===== src/rtl/ctrl_pkg.sv =====
// ctrl_pkg: shared constants and frame-state encoding for the serial control line.
package ctrl_pkg;
    localparam logic [7:0] FRAME_HEAD = 8'h5A;
    localparam logic [7:0] BCAST_ID   = 8'hFF;
    localparam int         FRAME_LEN  = 6;

    typedef enum logic [$clog2(FRAME_LEN)-1:0] {
        S_HEAD, S_DEV, S_MOD, S_ADDR, S_DATA, S_SUM
    } frame_state_t;
endpackage


===== src/rtl/ctrl_byte_rx.sv =====
// ctrl_byte_rx: 8N1 byte receiver with a 2-FF input synchroniser and mid-bit sampling.
module ctrl_byte_rx #(
    parameter int CLK_PER_BIT = 100
) (
    input  logic       clk_sys,
    input  logic       rst,
    input  logic       rx_ctrl,
    output logic [7:0] byte_data,
    output logic       byte_vld,
    output logic       frm_err,
    output logic       line_idle
);
    localparam int CW = $clog2(CLK_PER_BIT);
    localparam logic [1:0] IDLE = 2'd0, START = 2'd1, DATA = 2'd2, STOP = 2'd3;

    logic [1:0]    st;
    logic [CW-1:0] cnt;
    logic [2:0]    bit_idx;
    logic [7:0]    shift;
    logic          sync1, rx, armed;

    assign line_idle = (st == IDLE);

    always_ff @(posedge clk_sys or posedge rst) begin
        if (rst) begin
            sync1     <= 1'b1;
            rx        <= 1'b1;
            armed     <= 1'b1;
            st        <= IDLE;
            cnt       <= '0;
            bit_idx   <= '0;
            shift     <= '0;
            byte_data <= '0;
            byte_vld  <= 1'b0;
            frm_err   <= 1'b0;
        end else begin
            sync1    <= rx_ctrl;
            rx       <= sync1;
            byte_vld <= 1'b0;
            frm_err  <= 1'b0;
            case (st)
                // armed tracks the previous line level, so a start needs a high-to-low edge
                IDLE: begin
                    armed <= rx;
                    if (armed && !rx) begin
                        st  <= START;
                        cnt <= CW'(CLK_PER_BIT / 2 - 1);
                    end
                end
                START: begin
                    if (cnt == '0) begin
                        st      <= rx ? IDLE : DATA;
                        cnt     <= CW'(CLK_PER_BIT - 1);
                        bit_idx <= '0;
                    end else begin
                        cnt <= cnt - 1'b1;
                    end
                end
                DATA: begin
                    if (cnt == '0) begin
                        shift   <= {rx, shift[7:1]};
                        cnt     <= CW'(CLK_PER_BIT - 1);
                        bit_idx <= bit_idx + 1'b1;
                        st      <= (bit_idx == 3'd7) ? STOP : DATA;
                    end else begin
                        cnt <= cnt - 1'b1;
                    end
                end
                STOP: begin
                    if (cnt == '0) begin
                        st        <= IDLE;
                        armed     <= rx;
                        byte_vld  <= rx;
                        frm_err   <= !rx;
                        byte_data <= rx ? shift : byte_data;
                    end else begin
                        cnt <= cnt - 1'b1;
                    end
                end
            endcase
        end
    end
endmodule


===== src/rtl/ctrl_frame_rx.sv =====
// ctrl_frame_rx: parses 6-byte checksummed command frames from the serial control
// line and presents validated fields with a one-cycle cmd_vld pulse.
module ctrl_frame_rx
    import ctrl_pkg::*;
#(
    parameter int         CLK_PER_BIT = 100,
    parameter int         GAP_TIMEOUT = 2000,
    parameter logic [7:0] MY_DEV_ID   = 8'h01
) (
    input  logic       clk_sys,
    input  logic       rst,
    input  logic       rx_ctrl,
    output logic [7:0] dev_id,
    output logic [7:0] mod_id,
    output logic [7:0] cmd_addr,
    output logic [7:0] cmd_data,
    output logic       cmd_vld,
    output logic       dev_hit,
    output logic       err_pulse
);
    localparam int GW = $clog2(GAP_TIMEOUT + 1);

    frame_state_t st;
    logic [7:0]   byte_data, sh_dev, sh_mod, sh_addr, sh_data;
    logic         byte_vld, frm_err, line_idle, sum_ok, gap_run, gap_hit;
    logic [GW-1:0] gap;

    ctrl_byte_rx #(.CLK_PER_BIT(CLK_PER_BIT)) u_byte (
        .clk_sys  (clk_sys),
        .rst      (rst),
        .rx_ctrl  (rx_ctrl),
        .byte_data(byte_data),
        .byte_vld (byte_vld),
        .frm_err  (frm_err),
        .line_idle(line_idle)
    );

    assign sum_ok  = (byte_data == (sh_dev ^ sh_mod ^ sh_addr ^ sh_data));
    assign gap_run = (st != S_HEAD) && line_idle;
    assign gap_hit = gap_run && (gap == GW'(GAP_TIMEOUT - 1));

    // a completing byte takes priority over a coincident gap timeout
    always_ff @(posedge clk_sys or posedge rst) begin
        if (rst) begin
            st        <= S_HEAD;
            gap       <= '0;
            sh_dev    <= '0;
            sh_mod    <= '0;
            sh_addr   <= '0;
            sh_data   <= '0;
            dev_id    <= '0;
            mod_id    <= '0;
            cmd_addr  <= '0;
            cmd_data  <= '0;
            dev_hit   <= 1'b0;
            cmd_vld   <= 1'b0;
            err_pulse <= 1'b0;
        end else begin
            cmd_vld   <= 1'b0;
            err_pulse <= 1'b0;
            if (frm_err) begin
                st        <= S_HEAD;
                gap       <= '0;
                err_pulse <= 1'b1;
            end else if (byte_vld) begin
                gap <= '0;
                case (st)
                    S_HEAD: st <= (byte_data == FRAME_HEAD) ? S_DEV : S_HEAD;
                    S_DEV: begin
                        sh_dev <= byte_data;
                        st     <= S_MOD;
                    end
                    S_MOD: begin
                        sh_mod <= byte_data;
                        st     <= S_ADDR;
                    end
                    S_ADDR: begin
                        sh_addr <= byte_data;
                        st      <= S_DATA;
                    end
                    S_DATA: begin
                        sh_data <= byte_data;
                        st      <= S_SUM;
                    end
                    S_SUM: begin
                        if (sum_ok) begin
                            dev_id   <= sh_dev;
                            mod_id   <= sh_mod;
                            cmd_addr <= sh_addr;
                            cmd_data <= sh_data;
                            dev_hit  <= (sh_dev == MY_DEV_ID) || (sh_dev == BCAST_ID);
                            cmd_vld  <= 1'b1;
                        end else begin
                            err_pulse <= 1'b1;
                        end
                        st <= S_HEAD;
                    end
                    default: st <= S_HEAD;
                endcase
            end else if (gap_hit) begin
                st        <= S_HEAD;
                gap       <= '0;
                err_pulse <= 1'b1;
            end else if (gap_run) begin
                gap <= gap + 1'b1;
            end else if (st == S_HEAD) begin
                gap <= '0;
            end
        end
    end
endmodule


===== config.mk =====
export PLATFORM = sky130hd
export DESIGN_NAME = ctrl_frame_rx
export DESIGN_NICKNAME = d
export VERILOG_FILES = /design/src/rtl/ctrl_pkg.sv /design/src/rtl/ctrl_byte_rx.sv /design/src/rtl/ctrl_frame_rx.sv
export SDC_FILE = /design/constraint.sdc
export NUM_CORES = 1
export LEC_CHECK = 0
export ABC_AREA = 1
export BUFFER_PORTS_ARGS = -buffer_cell sky130_fd_sc_hd__buf_2
export CORE_MARGIN = 2
export CORE_UTILIZATION = 60
export DETAILED_ROUTE_END_ITERATION = 8
export GPL_TIMING_DRIVEN = 0
export PLACE_DENSITY = 0.79
export SYNTH_ARGS = -nofsm -noshare
export SYNTH_HDL_FRONTEND = slang
export SYNTH_SLANG_ARGS = --single-unit

===== constraint.sdc =====
create_clock -name clk_sys -period 4.3 [get_ports clk_sys]
set_clock_uncertainty 0.05 [all_clocks]
set_input_delay 0.86 -clock clk_sys [delete_from_list [all_inputs] [get_ports clk_sys]]
set_output_delay 0.86 -clock clk_sys [all_outputs]
set_load 0.1 [all_outputs]

======== After elaboration in Yosys (flattened, before gate mapping) ========
Index checks and enable logic that the tools add are counted.
word-level totals
  register bits after elaboration ......... 114
  input port bits ......................... 3
  output and inout port bits .............. 35
  logic and storage cells ................. 113
cells by class
  add/subtract/negate cells ............... 3
  equality and inequality tests ........... 19
  mux-type cells .......................... 39
  bitwise gates (word level) .............. 4
  reduce and logical (&&, ||, !) cells .... 25
operators with widths
  cell                                                                      count
  11-bit two-way mux                                                        5
  8-bit XOR                                                                 3
  7-bit two-way mux                                                         3
  7-bit case mux with 3 select lines                                        1
  3-bit AND reduction                                                       6
  1-bit two-way mux                                                         16
  3-bit two-way mux                                                         5
  3-bit case mux with 5 select lines                                        1
  11-bit by 1-bit adder with 11-bit output (second input constant)          1
  11-bit equality test (second input constant)                              1
  2-bit two-way mux                                                         5
  3-bit equality test (second input constant)                               3
  8-bit by 1-bit equality test with 1-bit output (second input constant)    1
  8-bit by 7-bit equality test with 1-bit output (second input constant)    1
  8-bit equality test                                                       1
  8-bit equality test (second input constant)                               1
  2-bit by 1-bit inequality test with 1-bit output (second input constant)  4
  2-bit case mux with 4 select lines                                        1
  4-bit AND reduction                                                       2
  7-bit logical NOT                                                         1
  7-bit by 1-bit subtractor with 7-bit output (second input constant)       1
  3-bit by 2-bit equality test with 1-bit output (second input constant)    2
  3-bit case mux with 2 select lines                                        1
  2-bit AND reduction                                                       3
  other kinds (16)                                                          21

======== Logic depth before layout (Yosys ltp) ========
  word-level depth ........................ 8
  depth in mapped cells ................... 15
  gate-level depth less buffers ........... 14

======== Hierarchy ========
A second synthesis with hierarchy kept.
second synthesis, totals
  cell total of the unflattened synthesis .. 671
  area total of the unflattened synthesis .. 5642.9 µm²
modules (own cells, without submodules)
  module         times used  cells each  area an instance (µm²)  sequential area each (µm²)
  ctrl_frame_rx  1           484         3945.0                  2026.9
  ctrl_byte_rx   1           187         1697.9                  829.5

======== Worst setup path after synthesis ========
No wires, ideal clock.
  path type ............................... register -> output
  start point ............................. register cmd_addr[0]
  end point ............................... output port cmd_addr[0]
  arrival time ............................ 898 ps
  data required time ...................... 3390 ps
  slack ................................... 2492 ps
  stages on the path, launching flop included .. 1
  path buffers ............................ 0
  path through ............................ dfrtp_1
RTL lines
  what                    line                 text
  start, declared         ctrl_frame_rx.sv:15  output logic [7:0] cmd_addr,
  start signal, assigned  ctrl_frame_rx.sv:89  cmd_addr <= sh_addr;
No word-level cell between the ends.

======== Final worst setup path ========
  start point ............................. register u_byte.byte_vld
  end point ............................... register sh_mod[0]
between the ends
  word-level cells in the longest chain between the ends .. 1
ends and longest elaborated chain
  what                           line                 text
  start, declared                ctrl_byte_rx.sv:9    output logic byte_vld,
  start signal, assigned         ctrl_byte_rx.sv:73   byte_vld <= rx;
  3-bit AND reduction (no line)  --
  end signal, assigned           ctrl_frame_rx.sv:74  sh_mod <= byte_data;
  end, declared                  ctrl_frame_rx.sv:24  logic [7:0] byte_data, sh_dev, sh_mod, sh_addr, sh_data;
Every way passes these cells.
A chain may end at the register's enable or synchronous reset.

==> summary.md <==
| Metric | Value |
|---|---|
| Outcome | `complete, no violations` |
| Most instantiated cells after synthesis | `199 x nand2_1, 111 x dfrtp_1, 64 x nand3_1` |
| Synth top area cells | `dfrtp_1 52%, nand2_1 14%, nand3_1 6.0%` |
| RSZ-0062 raised after global routing | `no` |
| Setup bufs post-CTS | `0` |
| Seq/Total Area, Yosys | `53.63%` |
| R2R Path End | `sh_mod[0]` |
| Fmax achieved | `about 0.45 GHz` |
| Via count | `~4500` |
| Worst-Margin Slew | `0.6624 ns` |
| GRT Total Usage | `between 20% and 30%` |
| Reg power frac | `about two fifths` |
| Internal power | `2.073 mW` |
| Syn-to-layout area delta | `16.89%` |
| Synth cell types | `37` |
| Hold Crit Endpoint | `u_byte.rx` |
| Critical Path AT | `roughly 2.5 ns` |
| Clock power frac | `45.9%` |
| Hold Buf Count CTS | `0` |
| CTS tree | `yes` |
| Final worst slack | `between 2 and 2.5 ns` |
| Async SR Flop Fraction | `100.0%` |
| Most used DFF post-synth | `dfrtp_1` |
| Switching Power | `~0.75 mW` |
| Logic pwr share | `between 10% and 20%` |
| Critical path class | `reg2reg` |
| Drt drc | `0` |
| Die Y-Extent | `about 100 um` |
| Worst R2R Start | `u_byte.byte_vld` |
| FP Rows | `34` |
| Final core occ | `71.74%` |
| # clock sinks | `114` |
| Design Power | `between 2 and 3 mW` |
| WL/cell | `approximately 15 um` |
| Initial antenna violation count | `0` |
| Syn Nets | `~640` |
| Synth Cell Area | `between 5000 and 6000 um2` |
| Endpoint class of the critical path | `register` |
| Worst r2r path cells | `8` |
| Gpl congestion | `approximately 0.91` |
| Hold path startpoint | `u_byte.sync1` |
| Final period util | `between 50% and 60%` |
| Post-Syn Instances | `632` |
| Dpl hpwl | `approximately 8 mm` |
| Cell area power density | `about 450 nW/um2` |
| Crit Path Max Fanout | `10` |
| Max-cap violations | `0` |
| Final hold vios | `0` |
| 1st-iter DRT viols | `between 200 and 250` |
| Die area | `9647 um2` |
| Initial Util | `about three fifths` |
| First-pass GRT wire length | `around 20 mm` |
| Most frequent cell after synthesis | `nand2_1` |
| Share of the synthesized area in the top cell type | `a little over half` |
| Hold Crit Depth | `0` |
| Sw Ratio | `26.52%` |
| Clk Latency, worst-skew pair | `~0.51 ns` |
| DRT Pass-1 Iters | `5` |
| Pin count of the biggest net entering global routing | `63` |
| Port bufs | `37` |
| Yosys warns | `0` |
| Core area | `8678 um2` |
| Antenna Cells | `0` |
| CP required | `around 4.6 ns` |
| Vias/cell | `5.560` |
| Max IR drop VDD | `around 400 uV` |
| H-tree levels | `4` |
| Chip width | `98.22 um` |
| Fin crit period | `about 2.2 ns` |
| Clock Path Buffers | `2` |
| Endpoints failing setup | `0` |
| Setup TNS | `0 ns` |
| FF-to-FF setup slack | `2.08 ns` |
| Startpoint Class | `register` |
| Post-cts sizing count | `0` |
| Final nets | `between 700 and 800` |
| Worst hold slack | `about 0.31 ns` |
| Yosys top cell by area | `dfrtp_1` |
| Gr ovfl total | `0` |
| Layout cells sized above 1 | `about 15%` |
| Pins Over Slew Limit | `0` |
| TritonCTS Buffers | `17` |
| Post-synth EDFFs | `0` |
| Clock root buffer | `clkbuf_8` |
| Dpl ws | `2.156 ns` |
| Leak pwr | `~3.3 nW` |
| Worst rel slew slack | `55.84%` |
| Boundary pin count | `38` |
| Post-Route WL | `approximately 12 mm` |
| Post-route antenna net violation count | `0` |
| Syn_area_per_cell | `8.428 um2` |
| Vias in the first global route | `4367` |
| Reg clk slew, reported paths | `around 0.06 ns` |
| Min-delay worst type | `reg2reg` |
| FF+latch count, synth | `approximately 110` |
worst max path at each step:
| stage | to | from | cells after the start | slack, ns |
|---|---|---|---|---|
| after floorplan | asynchronous set/reset pin | rst | 1 | 0.38 |
| after detailed placement | u_byte.byte_data[3] | u_byte.cnt[0] | 10 | 2.16 |
| after CTS | dev_id[2] | dev_id[2] | 1 | 2.08 |
| after global routing | sh_mod[1] | u_byte.byte_vld | 7 | 1.90 |
| final | sh_mod[0] | u_byte.byte_vld | 8 | 2.08 |
| after global placement | cmd_addr[3] | rst | 2 | -0.78 |
sequential cells by signal, summed over array words and instances (netlist names), 3 cells and up, named ones only:
name              cells
gap                  11
sh_addr               8
u_byte.bit_idx        3
sh_data               8
cmd_data              8
sh_dev                8
u_byte.byte_data      8
cmd_addr              8
u_byte.shift          8
st                    3
u_byte.cnt            7
sh_mod                8
dev_id                8
mod_id                8
layout make-up:
class                      instances  area (um2)
sequential                       114        2856
fill                             663        2452
multi-input combinational        437        2125
clock buffer                      20       435.4
inverter                          63       239.0
timing repair buffer              38       212.7
tap                              108       135.1
clock inverter                    11       113.9
buffer                            18       108.9
worst max-delay path, cell delays in order, from the launching register on:
cell and delay, ns:
dfrtp_1 0.36, inv_2 0.06, nor2_1 0.22, inv_1 0.14
nor2_1 0.19, nand3_1 0.41, clkbuf_1 0.40, nand2_1 0.15
o21ai_0 0.09
placed cells by master, fill, tap and decap left out, types with 2 or more instances in the layout:
cell          n
a21oi_1      11
xor2_1        9
inv_2        12
clkbuf_16    16
buf_4         4
clkbuf_8      2
buf_2        40
nor4_1        3
inv_1        50
dfstp_2       3
nand3_1      64
dfrtp_1     111
nor2_1       31
nor3_1       13
nand2_1     199
clkbuf_1     10
nand2_2       3
ha_1          9
xnor2_1       2
nand3b_1      7
nand4_1       6
bufinv_16     2
clkinv_2      6
buf_6         3
a22oi_1       2
o22ai_1       2
o21ai_0      62
clkinvlp_4    2
power groups by stage:
| stage | combinational [mW] | clock, mW | sequential, mW |
|---|---|---|---|
| 2_1_floorplan | 0.288 | 0 | 1.16 |
| 3_3_place_gp | 0.347 | 0 | 1.17 |
| 3_5_place_dp | 0.370 | 0 | 1.17 |
| 4_1_cts | 0.380 | 1.31 | 1.15 |
| 5_1_grt | 0.440 | 1.35 | 1.15 |
| 6_report | 0.377 | 1.30 | 1.15 |
logic make-up after synthesis:
group,share of synthesized area (%)
flops,53.63
fa+ha+maj,2.114
buf+inv,6.483
xor+xnor,1.809
compound gates,8.245
simple gates,27.72
layer usage:
metal | GRT usage (%) | wire [um] | share of wire, %
met2 | 46.00 | 6199 | 52
met5 | 0 | 0 | 0
met3 | 5.941 | 532 | 4.4
met1 | 32.24 | 4914 | 41
met4 | 11.59 | 359 | 3.0
through the flow:
step | instance area (um2) | cells
6_report | 6226 | 809
5_1_grt | 6226 | 809
4_1_cts | 6226 | 809
3_5_place_dp | 5677 | 778
3_3_place_gp | 5647 | 777
2_1_floorplan | 5326 | 632
(Power assumes the default switching activity.)
